===== config.mk =====
export PLATFORM = sky130hd
export DESIGN_NAME = chess_clock_bank
export DESIGN_NICKNAME = d
export VERILOG_FILES = /design/src/rtl/chess_clock_bank.sv
export SDC_FILE = /design/constraint.sdc
export NUM_CORES = 1
export LEC_CHECK = 0
export ABC_AREA = 1
export CORE_MARGIN = 2
export CORE_UTILIZATION = 40
export CTS_BUF_LIST = sky130_fd_sc_hd__clkbuf_2
export DETAILED_ROUTE_END_ITERATION = 10
export GPL_TIMING_DRIVEN = 0
export PLACE_DENSITY_LB_ADDON = 0.1
export SYNTH_ARGS = -nofsm -noshare
export SYNTH_HDL_FRONTEND = slang
export SYNTH_SLANG_ARGS = --single-unit

===== constraint.sdc =====
create_clock -name clk -period 4.23 [get_ports clk]
set_clock_uncertainty 0.05 [all_clocks]
set_input_delay 1.269 -clock clk [delete_from_list [all_inputs] [get_ports clk]]
set_output_delay 1.269 -clock clk [all_outputs]
set_load 0.05 [all_outputs]

===== src/rtl/chess_clock_bank.sv =====
// Multi-player chess clock: per-player min:sec countdown, set-up editing,
// Fischer increment on turn switch, pause and sticky timeout flags.
module chess_clock_bank #(
    parameter int NUM_PLAYERS = 2,
    parameter int MIN_MAX     = 99,
    parameter int INIT_MIN    = 5,
    parameter int INC_SEC     = 0,
    localparam int PW = (NUM_PLAYERS > 1) ? $clog2(NUM_PLAYERS) : 1
) (
    input  logic                     clk,
    input  logic                     reset,
    input  logic                     tick,
    input  logic                     start,
    input  logic                     pause,
    input  logic                     clear,
    input  logic                     switch_turn,
    input  logic                     add_min,
    input  logic                     add_sec,
    input  logic [PW-1:0]            sel,
    output logic [NUM_PLAYERS*7-1:0] minutes,
    output logic [NUM_PLAYERS*6-1:0] seconds,
    output logic [PW-1:0]            active,
    output logic [1:0]               state,
    output logic [NUM_PLAYERS-1:0]   flag,
    output logic                     expired
);

    localparam logic [1:0] S_IDLE    = 2'b00;
    localparam logic [1:0] S_RUN     = 2'b01;
    localparam logic [1:0] S_PAUSE   = 2'b10;
    localparam logic [1:0] S_TIMEOUT = 2'b11;

    localparam logic [6:0] L_MAX  = 7'(MIN_MAX);
    localparam logic [6:0] L_INIT = 7'(INIT_MIN);
    localparam logic [6:0] L_INC  = 7'(INC_SEC);
    localparam logic [PW-1:0] L_LAST = PW'(NUM_PLAYERS - 1);

    logic [6:0]             r_min [NUM_PLAYERS];
    logic [5:0]             r_sec [NUM_PLAYERS];
    logic [PW-1:0]          r_active;
    logic [1:0]             r_state;
    logic [NUM_PLAYERS-1:0] r_flag;
    logic                   r_expired;

    logic [6:0]    w_cur_min, w_tk_min, w_b_min, w_bn_min;
    logic [5:0]    w_cur_sec, w_tk_sec, w_b_sec, w_bn_sec;
    logic [6:0]    w_sum;
    logic [7:0]    w_min_ext;
    logic          w_tk_exp, w_sel_ok, w_any_zero;
    logic [PW-1:0] w_nxt_act;

    assign w_cur_min = r_min[r_active];
    assign w_cur_sec = r_sec[r_active];

    always_comb begin
        w_tk_min = w_cur_min;
        w_tk_sec = w_cur_sec;
        if (w_cur_sec != 6'd0) begin
            w_tk_sec = w_cur_sec - 6'd1;
        end else if (w_cur_min != 7'd0) begin
            w_tk_min = w_cur_min - 7'd1;
            w_tk_sec = 6'd59;
        end
    end

    assign w_tk_exp = (w_tk_min == 7'd0) && (w_tk_sec == 6'd0);

    // Bonus applies on top of a same-cycle tick when running
    assign w_b_min = (r_state == S_RUN && tick) ? w_tk_min : w_cur_min;
    assign w_b_sec = (r_state == S_RUN && tick) ? w_tk_sec : w_cur_sec;
    assign w_sum   = {1'b0, w_b_sec} + L_INC;

    always_comb begin
        w_bn_sec  = w_sum[5:0];
        w_min_ext = {1'b0, w_b_min};
        if (w_sum >= 7'd60) begin
            w_bn_sec  = 6'(w_sum - 7'd60);
            w_min_ext = {1'b0, w_b_min} + 8'd1;
        end
        w_bn_min = w_min_ext[6:0];
        if (w_min_ext > {1'b0, L_MAX}) begin
            w_bn_min = L_MAX;
            w_bn_sec = 6'd59;
        end
    end

    assign w_nxt_act = (r_active == L_LAST) ? '0 : r_active + PW'(1);
    assign w_sel_ok  = {1'b0, sel} < (PW + 1)'(NUM_PLAYERS);

    always_comb begin
        w_any_zero = 1'b0;
        for (int p = 0; p < NUM_PLAYERS; p++) begin
            if (r_min[p] == 7'd0 && r_sec[p] == 6'd0) w_any_zero = 1'b1;
        end
    end

    always_ff @(posedge clk or negedge reset) begin
        if (!reset) begin
            for (int p = 0; p < NUM_PLAYERS; p++) begin
                r_min[p] <= L_INIT;
                r_sec[p] <= 6'd0;
            end
            r_active  <= '0;
            r_state   <= S_IDLE;
            r_flag    <= '0;
            r_expired <= 1'b0;
        end else begin
            r_expired <= 1'b0;
            if (clear) begin
                for (int p = 0; p < NUM_PLAYERS; p++) begin
                    r_min[p] <= L_INIT;
                    r_sec[p] <= 6'd0;
                end
                r_active <= '0;
                r_state  <= S_IDLE;
                r_flag   <= '0;
            end else begin
                case (r_state)
                    S_IDLE: begin
                        if (w_sel_ok) begin
                            if (add_min)
                                r_min[sel] <= (r_min[sel] >= L_MAX) ? 7'd0 : r_min[sel] + 7'd1;
                            if (add_sec)
                                r_sec[sel] <= (r_sec[sel] >= 6'd59) ? 6'd0 : r_sec[sel] + 6'd1;
                            if (start && !w_any_zero) begin
                                r_active <= sel;
                                r_state  <= S_RUN;
                            end
                        end
                    end
                    S_RUN: begin
                        if (tick && w_tk_exp) begin
                            r_min[r_active]  <= w_tk_min;
                            r_sec[r_active]  <= w_tk_sec;
                            r_flag[r_active] <= 1'b1;
                            r_expired        <= 1'b1;
                            r_state          <= S_TIMEOUT;
                        end else begin
                            if (switch_turn) begin
                                r_min[r_active] <= w_bn_min;
                                r_sec[r_active] <= w_bn_sec;
                                r_active        <= w_nxt_act;
                            end else if (tick) begin
                                r_min[r_active] <= w_tk_min;
                                r_sec[r_active] <= w_tk_sec;
                            end
                            if (pause) r_state <= S_PAUSE;
                        end
                    end
                    S_PAUSE: begin
                        if (switch_turn) begin
                            r_min[r_active] <= w_bn_min;
                            r_sec[r_active] <= w_bn_sec;
                            r_active        <= w_nxt_act;
                        end
                        if (pause) r_state <= S_RUN;
                    end
                    default: ;
                endcase
            end
        end
    end

    for (genvar g = 0; g < NUM_PLAYERS; g++) begin : g_out
        assign minutes[7*g +: 7] = r_min[g];
        assign seconds[6*g +: 6] = r_sec[g];
    end

    assign active  = r_active;
    assign state   = r_state;
    assign flag    = r_flag;
    assign expired = r_expired;

endmodule


==> impl_results.md <==
- Crit path buf inv count: 4
- Cell count after synthesis: 791
- Max Buffers Root-to-Sink: 2
- Nets@finish: 857
- Share of cells above drive strength 1: 11.5%
- TritonRoute pass-1 iters: 5
- WP data required: 4.50 ns
- Area occupied by multi-input gates: 3150 um^2
- Setup WS pre-CTS: -0.686 ns
- Min-Delay Path Class: reg2reg
- Setup TNS: 0 ns
- Most area-consuming cells after synthesis: nand2_1 (21%), dfrtp_1 (16%), nand3_1 (8.3%)
- IO Pins: 42
- Row count: 38
- Max-Slew Margin vs Limit: 45.8%
- Leading cell type in the layout, fill and taps excluded: nand2_1
- Total clock sinks: 32
- Final min period: 4.03 ns
- Critical Path End Type: flop
- Residual DRC: 0
- Sequential area share after synthesis: 17.9%
- Synth cell types: 45
- YS warnings: 0
- Initial DRC count: 646
- Crit path top cell by count: nand2_1
- # diodes: 0
- CP Launch Type: primary input
- Avg WL per Cell: 18.8 um
- Final WL: 18.4 mm
- Reg area: 806 um^2
- Initial antenna violation count: 0
- Most frequent cells in the layout: nand2_1 (250), inv_1 (90), nand3_1 (74), nor2_1 (71), o21ai_0 (48)
- Final Hold Viols: 0
- Die Wd: 110 um
- Congestion Overflow GR: 0
- Drt via density: 5.59
- Crit path max fanout: 17
- Clk_lat worst skew: 0.40 ns
- Fillers: 1210
- Area delta synth->final: 14.3%
- Crit path kind: in2reg
- Avg Cell Area, Syn: 5.71 um^2
- Crit path largest cell delay: 0.47 ns
- Initial core utilization: 41.3%
- Max-slew violation count: 0
- CTS Root Cell: clkbuf_2
- Final RePlAce weighted congestion: 0.949
- Data arrival, critical path: 4.31 ns
- Post-synth EDFFs: 0
- Hold Crit Depth: 2
- GRT Total Usage: 31.2%
- Core area: 10900 um^2
- Period utilization: 95.4%
- Post-Syn Area: 4510 um^2
- CTS tree: built
- Crit-path leading delay family: simple AND/OR/NAND/NOR gates
- Worst r2r path cells: 28
- Ys flop type: dfrtp_1
- # H-tree levels: 2
- CTS buffer count: 5
- Reg clk slew, reported paths: 0.19 ns
- CTS Hold Bufs: 0
- First-pass GRT wire length: 28.3 mm
- Die Height: 110 um
- Max-Cap Viols: 0
- Post-DP HPWL: 14.7 mm
- Final hold slack: 0.465 ns
- Yosys top cell area share: 21.0%
- Post-synth net total: 811
- CP cell instances: clkdlybuf4s50_1 -> nand2_1 -> clkinv_2 -> o21ai_1 -> ha_1 -> inv_1 -> a21oi_4 -> nand2_4 -> nor2_4 -> nand4_2 -> or2_4 -> buf_6 -> nand3_2 -> nand2_1 -> nand2_1 -> nand3_1 -> nand3_1 -> nand2_1
- Slowest CP cell: clkdlybuf4s50_1
- Flops & latches, synth: 32
- Die Area: 12100 um^2
- IO buf count: 39
- Status: completed
- CP Depth: 18
- Worst slew pin tran: 0.814 ns
- Largest net degree at the start of global routing: 33
- Setup violations, final: 0
- Cell accounting for the most synthesized area: nand2_1
- Routed vias: 5470
- Async SR Flop Fraction: 100%
- F_max: 248 MHz
- Final worst slack: 0.196 ns
- Final antenna-violating net count: 0
- Vias in the first global route: 5094
## flip-flops by register name (all words and copies together), names as in the netlist
name,flops
seconds,12
state,2
flag,2
active,1
minutes,14
expired,1
## metal layers
| metal | track usage [%] | part of all wire, % | vias up |
|---|---|---|---|
| met4 | 8.39 | 2.4 | 0 |
| met3 | 4.64 | 9.2 | 43 |
| met2 | 47.7 | 44 | 266 |
| li1 | - | - | 2663 |
| met5 | 0 | 0 | - |
| met1 | 45.7 | 45 | 2498 |
## synthesized netlist by cell type, types with 3 or more instances
master	count
a21boi_1	6
a21boi_2	3
a21oi_1	39
buf_1	3
buf_2	3
buf_6	7
clkbuf_1	19
dfrtp_1	28
dfstp_2	4
ha_1	10
inv_1	91
inv_2	5
nand2_1	253
nand2_2	21
nand3_1	75
nand3_2	15
nand4_1	28
nor2_1	71
nor2_2	4
nor2_4	3
nor4_1	4
o211ai_1	7
o21ai_0	51
o21ai_1	8
o21bai_1	3
xor2_1	3
## layout make-up
type	instances	share of cell area [%]
Inverter	99	7.33
Sequential cell	32	15.6
Clock inverter	2	0.146
Multi-Input combinational cell	624	61.1
Tap cell	140	3.40
Timing Repair Buffer	40	7.62
Buffer	35	4.22
Clock buffer	6	0.582
## per-stage QoR
step	instance area, um^2	instances	utilization (%)
after floorplan	4510	791	-
after global placement	5080	970	46.4
after detailed placement	5070	970	46.4
after CTS	5110	977	46.8
after global routing	5160	978	47.2
final	5160	978	47.2
## final timing paths
check,startpoint,end,slack [ns]
max in group asynchronous,reset,minutes[13],2.72
worst max register to register,active,seconds[2],0.25
worst max-delay path,tick,seconds[2],0.20
worst min-delay path,flag[0],flag[0],0.47
min in group asynchronous,reset,seconds[4],0.87
worst min register to register,flag[0],flag[0],0.47
## worst min-delay path: stages, from the launching register on
cell	delay, ns
dfrtp_1	0.39
nand2_1	0.05
o21ai_0	0.06
## repair_timing
action                     in CTS  in global routing
resized for setup               4                 10
setup endpoints to repair      24                 25
pin swaps                       0                  3
setup buffers                   0                  1
## cells by family (layout without fill, tap and decap cells)
| logic type | after synthesis | count (layout) | synth area share (%) |
|---|---|---|---|
| buffers and inverters | 135 | 182 | 13.3 |
| flip-flops | 32 | 32 | 17.9 |
| XOR/XNOR | 5 | 5 | 0.971 |
| AND/OR/NAND/NOR | 484 | 484 | 49.2 |
| AO/OA/AOI/OAI | 125 | 125 | 16.0 |
| adder cells (fa/ha/maj) | 10 | 10 | 2.77 |
Power is left out: the tool's default activity adds up to more than one toggle a clock period on the data nets, which glitch-free logic cannot reach.
